==> config.mk <==
export PLATFORM = sky130hd
export DESIGN_NAME = wb_stage
export DESIGN_NICKNAME = d
export VERILOG_FILES = /design/src/rtl/wb_stage_pkg.sv /design/src/rtl/wb_stage_load_align.sv /design/src/rtl/wb_stage.sv
export SDC_FILE = /design/constraint.sdc
export NUM_CORES = 1
export LEC_CHECK = 0
export ABC_AREA = 1
export CAP_MARGIN = 20
export CORE_MARGIN = 2
export CORE_UTILIZATION = 50
export DETAILED_ROUTE_END_ITERATION = 8
export DONT_BUFFER_PORTS = 1
export SYNTH_ARGS = -nofsm -noshare
export SYNTH_HDL_FRONTEND = slang
export SYNTH_SLANG_ARGS = --single-unit
==> constraint.sdc <==
create_clock -name clk -period 4.1 [get_ports clk]
set_clock_uncertainty 0.1 [all_clocks]
set_input_delay 0.41 -clock clk [delete_from_list [all_inputs] [get_ports clk]]
set_output_delay 0.41 -clock clk [all_outputs]
set_load 0.02 [all_outputs]
==> src/rtl/wb_stage_pkg.sv <==
// Shared writeback control-signal package: MemtoReg encodings, the
// wb_control_t bundle, the stage FSM states and load funct3 codes.
package wb_stage_pkg;

    typedef enum logic [1:0] {
        MTR_ALU = 2'b00,
        MTR_MEM = 2'b01,
        MTR_PC4 = 2'b10,
        MTR_IMM = 2'b11
    } mem_to_reg_e;

    typedef struct packed {
        mem_to_reg_e mem_to_reg;
        logic        reg_write;
    } wb_control_t;

    typedef enum logic {
        IDLE     = 1'b0,
        WAIT_MEM = 1'b1
    } wb_state_e;

    localparam logic [2:0] F3_LB  = 3'b000;
    localparam logic [2:0] F3_LH  = 3'b001;
    localparam logic [2:0] F3_LW  = 3'b010;
    localparam logic [2:0] F3_LBU = 3'b100;
    localparam logic [2:0] F3_LHU = 3'b101;

endpackage

==> src/rtl/wb_stage_load_align.sv <==
// Combinational load aligner: selects the byte/half lane addressed by addr_lo
// and sign- or zero-extends it according to the load funct3.
module load_align
    import wb_stage_pkg::*;
(
    input  logic [2:0]  fun3,
    input  logic [1:0]  addr_lo,
    input  logic [31:0] rdata,
    output logic [31:0] data
);

    logic [31:0] shifted;
    logic [7:0]  byte_sel;
    logic [15:0] half_sel;

    always_comb begin
        shifted  = rdata >> {addr_lo, 3'b000};
        byte_sel = shifted[7:0];
        half_sel = addr_lo[1] ? rdata[31:16] : rdata[15:0];
        case (fun3)
            F3_LB:   data = {{24{byte_sel[7]}}, byte_sel};
            F3_LH:   data = {{16{half_sel[15]}}, half_sel};
            F3_LBU:  data = {24'h0, byte_sel};
            F3_LHU:  data = {16'h0, half_sel};
            default: data = rdata;
        endcase
    end

endmodule

==> src/rtl/wb_stage.sv <==
// Writeback stage: retires ALU/PC+4/immediate results after one cycle and loads
// after the data-memory response. Build macro LOAD_ALIGN_EN enables load_align.
//
// state    | meaning
// IDLE     | ready for a new instruction from EX/MEM
// WAIT_MEM | load accepted, waiting for dmem_rvalid (or flush)
module wb_stage
    import wb_stage_pkg::*;
#(
    parameter int CNT_W = 32
) (
    input  logic             clk,
    input  logic             reset,
    input  logic             in_valid,
    output logic             in_ready,
    input  wb_control_t      wb_ctrl_in,
    input  logic [4:0]       rd_addr_in,
    input  logic [31:0]      alu_result,
    input  logic [31:0]      pc_plus4,
    input  logic [31:0]      imm,
    input  logic [2:0]       fun3,
    input  logic [1:0]       addr_lo,
    input  logic             flush,
    input  logic             dmem_rvalid,
    input  logic [31:0]      dmem_rdata,
    output logic             reg_write,
    output logic [4:0]       rd_addr,
    output logic [31:0]      rd_data,
    output logic [CNT_W-1:0] retired_count
);

    wb_state_e   state, state_nxt;
    logic        wr_nxt;
    logic [4:0]  addr_nxt;
    logic [31:0] data_nxt;
    logic        capture;
    logic [4:0]  pend_rd;
    logic        pend_we;
    logic [31:0] load_data;

`ifdef LOAD_ALIGN_EN
    logic [2:0] pend_fun3;
    logic [1:0] pend_addr_lo;

    always_ff @(posedge clk or posedge reset) begin
        if (reset) begin
            pend_fun3    <= 3'b0;
            pend_addr_lo <= 2'b0;
        end else if (capture) begin
            pend_fun3    <= fun3;
            pend_addr_lo <= addr_lo;
        end
    end

    load_align u_load_align (
        .fun3    (pend_fun3),
        .addr_lo (pend_addr_lo),
        .rdata   (dmem_rdata),
        .data    (load_data)
    );
`else
    // Without alignment the load width fields are don't-care.
    logic unused_load_cfg;
    assign unused_load_cfg = ^{fun3, addr_lo};
    assign load_data       = dmem_rdata;
`endif

    assign in_ready = (state == IDLE);

    always_ff @(posedge clk or posedge reset) begin
        if (reset) begin
            state <= IDLE;
        end else begin
            state <= state_nxt;
        end
    end

    always_comb begin
        state_nxt = state;
        wr_nxt    = 1'b0;
        addr_nxt  = 5'b0;
        data_nxt  = 32'b0;
        capture   = 1'b0;
        case (state)
            IDLE: begin
                // flush drops a same-cycle offer before it is taken
                if (in_valid && !flush) begin
                    if (wb_ctrl_in.mem_to_reg == MTR_MEM) begin
                        capture   = 1'b1;
                        state_nxt = WAIT_MEM;
                    end else begin
                        wr_nxt   = wb_ctrl_in.reg_write && (rd_addr_in != 5'd0);
                        addr_nxt = rd_addr_in;
                        case (wb_ctrl_in.mem_to_reg)
                            MTR_PC4: data_nxt = pc_plus4;
                            MTR_IMM: data_nxt = imm;
                            default: data_nxt = alu_result;
                        endcase
                    end
                end
            end
            WAIT_MEM: begin
                if (flush) begin
                    state_nxt = IDLE;
                end else if (dmem_rvalid) begin
                    state_nxt = IDLE;
                    wr_nxt    = pend_we && (pend_rd != 5'd0);
                    addr_nxt  = pend_rd;
                    data_nxt  = load_data;
                end
            end
            default: state_nxt = IDLE;
        endcase
    end

    always_ff @(posedge clk or posedge reset) begin
        if (reset) begin
            pend_rd <= 5'b0;
            pend_we <= 1'b0;
        end else if (capture) begin
            pend_rd <= rd_addr_in;
            pend_we <= wb_ctrl_in.reg_write;
        end
    end

    // Address/data only move on a real write so they hold between pulses.
    always_ff @(posedge clk or posedge reset) begin
        if (reset) begin
            reg_write     <= 1'b0;
            rd_addr       <= 5'b0;
            rd_data       <= 32'b0;
            retired_count <= '0;
        end else begin
            reg_write <= wr_nxt;
            if (wr_nxt) begin
                rd_addr       <= addr_nxt;
                rd_data       <= data_nxt;
                retired_count <= retired_count + CNT_W'(1);
            end
        end
    end

endmodule

==> flow_summary.ini <==
[status]
status = complete, no violations

[power_and_ir_drop]
internal-power_uw = 1150
sw_frac_of_total_pct = 34.5
peakVddDrop_mv = 0.217
p_clk_share_pct = 29.5
p_leak_uw = 0.00259
p_seq_share_pct = 57.0
p_per_area_nw_per_um2 = 348
switching_power_uw = 609
total_power_uw = 1760
power_frac_comb_pct = 13.5

[yosys]
synth.yosys.seq_area_share_pct = 39.7
synth_area_leaders = dfrtp_1, nand2_1, inv_1
yosys.area.top_type = dfrtp_1
synth_cell_type_count = 28
synth_edf_count = 0
ys_seq_elements = 77
yosysMostFrequentCell = nand2_1
syn_area_um2 = 4860
async_reset_ff_share_pct = 100
avgSynthCellArea_um2 = 6.33
synth_commonest_cells = nand2_1, dfrtp_1, inv_1
synthFlopType = dfrtp_1
synthCells = 768
syn_nets = 915
synth_top_area_share_pct = 39.7
ys_warn_count = 0

[routing]
dr.pass1.iters = 7
drc = 0
viasPerCell = 5.11
wl_per_cell_um = 14.5
finalWirelength_um = 12900
ant_nets = 0
drtIter0Drc = 142
vias = 4535

[worst_hold_path]
worstHoldPathType = input pin to register

[global_route]
overflow = 0
grt_pass1_wl_um = 20400
first_global_vias = 4159
antenna_found_initial = 0
grt_use_total_pct = 25.0
grt_max_degree = 63

[critical_path]
cp_max_fo = 62
crit_path_cell_trace = clkinv_1 -> nand3_2 -> nor2_8 -> nand3_1 -> nand2_2 -> buf_4 -> nand2_1 -> nand2_1 -> nand2_1
end_kind = register
cp.arrival_ns = 2.83
required_ns = 4.23
cp_common_cell = nand2_1
slowest_stage = buf_4
crit_buf_inv = 2
critical_path.top_delay_family = simple AND/OR/NAND/NOR gates
critPathMaxStageDelay_ns = 0.58
path_class = register to register
r2r_setup_slack_ns = 1.40
cp-start-kind = register

[cts]
clkLatencyLatePin_ns = 0.35
cts_root_buf = clkbuf_8
cts_tree = yes
numCtsBuffers = 9
htreeDepth = 3
cts_hold_buf = 1
clkTransAtPathRegs_ns = 0.08
cts_resized = 0
cts.sinks = 77
cts_buffer_depth = 2
cts_setup_buffers = 0

[flow_run]
max_cap_violations = 0

[timing]
finalWorstSetupSlack_ns = 1.40
rsz0062_at_grt = false
hold_viol = 0
setup_viol = 0
setup_tns_ns = 0
slew_viol_final = 0
worstMarginPinSlew_ns = 0.995
fmax_mhz = 371
fin_crit_ns = 2.70
period_share_pct = 65.7
slew_headroom_pct = 33.6

[cells_and_area]
fillers = 947
design_area_um2 = 5070
layout-drive-gt1-share_pct = 3.96
insertedDiodeCount = 0
area_delta_synth_final_pct = 4.35
fin_nets = 900

[floorplanning]
start_util_pct = 52.1
core-area_um2 = 9330
die_height_um = 103
pin_count = 217
dieArea_um2 = 10500
fp.dieW_um = 103
rows = 35

[placement]
place_hpwl_um = 9740
place_area_um2 = 4880
port_buffers = 0
dp_slack_ns = 1.40
gp_congestion = 0.896
-- registers in the layout, summed over array words and instances (netlist names) --
name / flops
reg_write: 1
retired_count: 32
rd_addr: 5
state: 1
rd_data: 32
pend_we: 1
pend_rd: 5
-- cells by family after synthesis --
| group | count (synthesis) | share of synthesized area (%) |
|---|---|---|
| and+or+nand+nor | 520 | 43.0 |
| buffers and inverters | 101 | 8.86 |
| DFF | 77 | 39.7 |
| AOI/OAI and AO/OA | 57 | 6.00 |
| xor gates and xnor gates | 11 | 1.98 |
| muxes | 1 | 0.232 |
| adders and majority gates | 1 | 0.257 |
-- worst paths after layout --
check,from,endpoint,cells past startpoint
max in group asynchronous,reset,rd_data[30],3
max,state,retired_count[19],9
min,dmem_rvalid,state,1
max reg2reg,state,retired_count[19],9
min in group asynchronous,reset,retired_count[3],2
min reg2reg,pend_rd[2],pend_rd[2],2
-- power groups by stage --
stage	sequential [uW]	clock, uW	combinational (uW)
6_report	1000	520	239
2_1_floorplan	991	0	205
3_5_place_dp	1020	0	242
3_3_place_gp	1020	0	233
4_1_cts	1010	535	243
5_1_grt	1020	577	286
-- cells in the final DEF, fill, tap and decap left out, drive strengths merged --
master / n
clkinv: 6
ha: 1
nor3: 4
buf: 4
inv: 68
xor2: 11
o31ai: 2
clkinvlp: 2
nand3b: 9
nor2: 59
mux2: 1
nand2: 400
a21oi: 4
clkbuf: 10
nand4: 2
dlygate4sd3: 1
o21ai: 50
o22ai: 1
nand3: 46
dfrtp: 77
-- metal layers --
metal | up-vias | GRT usage, % | part of all wire (%)
li1 | 2315 | - | -
met1 | 2055 | 29.7 | 41
met2 | 148 | 43.6 | 51
met3 | 17 | 6.44 | 5.7
met4 | 0 | 9.23 | 2.4
met5 | - | 0 | 0
-- stage by stage --
step | hold WS (ns) | utilization, % | cells
4_1_cts | 0.0299 | 54.4 | 887
5_1_grt | 0.0159 | 54.4 | 887
3_3_place_gp | 0.365 | 52.4 | 870
2_1_floorplan | 0.353 | - | 768
3_5_place_dp | 0.368 | 52.4 | 870
6_report | 0.0447 | 54.4 | 887
-- cell type report --
type | instances | area [um^2] | area share (%)
inverters | 70 | 264 | 5.21
clock inverters | 6 | 38.8 | 0.765
clock buffers | 10 | 138 | 2.71
multi-input cells | 590 | 2500 | 49.3
well taps | 129 | 161 | 3.18
repair buffers | 5 | 40.0 | 0.790
flip-flops and latches | 77 | 1930 | 38.0
-- worst reg2reg max path, cell delays in order, from the launching register on --
cell	delay [ns]
dfrtp_1	0.39
clkinv_1	0.15
nand3_2	0.16
nor2_8	0.42
nand3_1	0.17
nand2_2	0.31
buf_4	0.58
nand2_1	0.18
nand2_1	0.09
nand2_1	0.05
No activity file was read; power rests on OpenSTA's default activity.
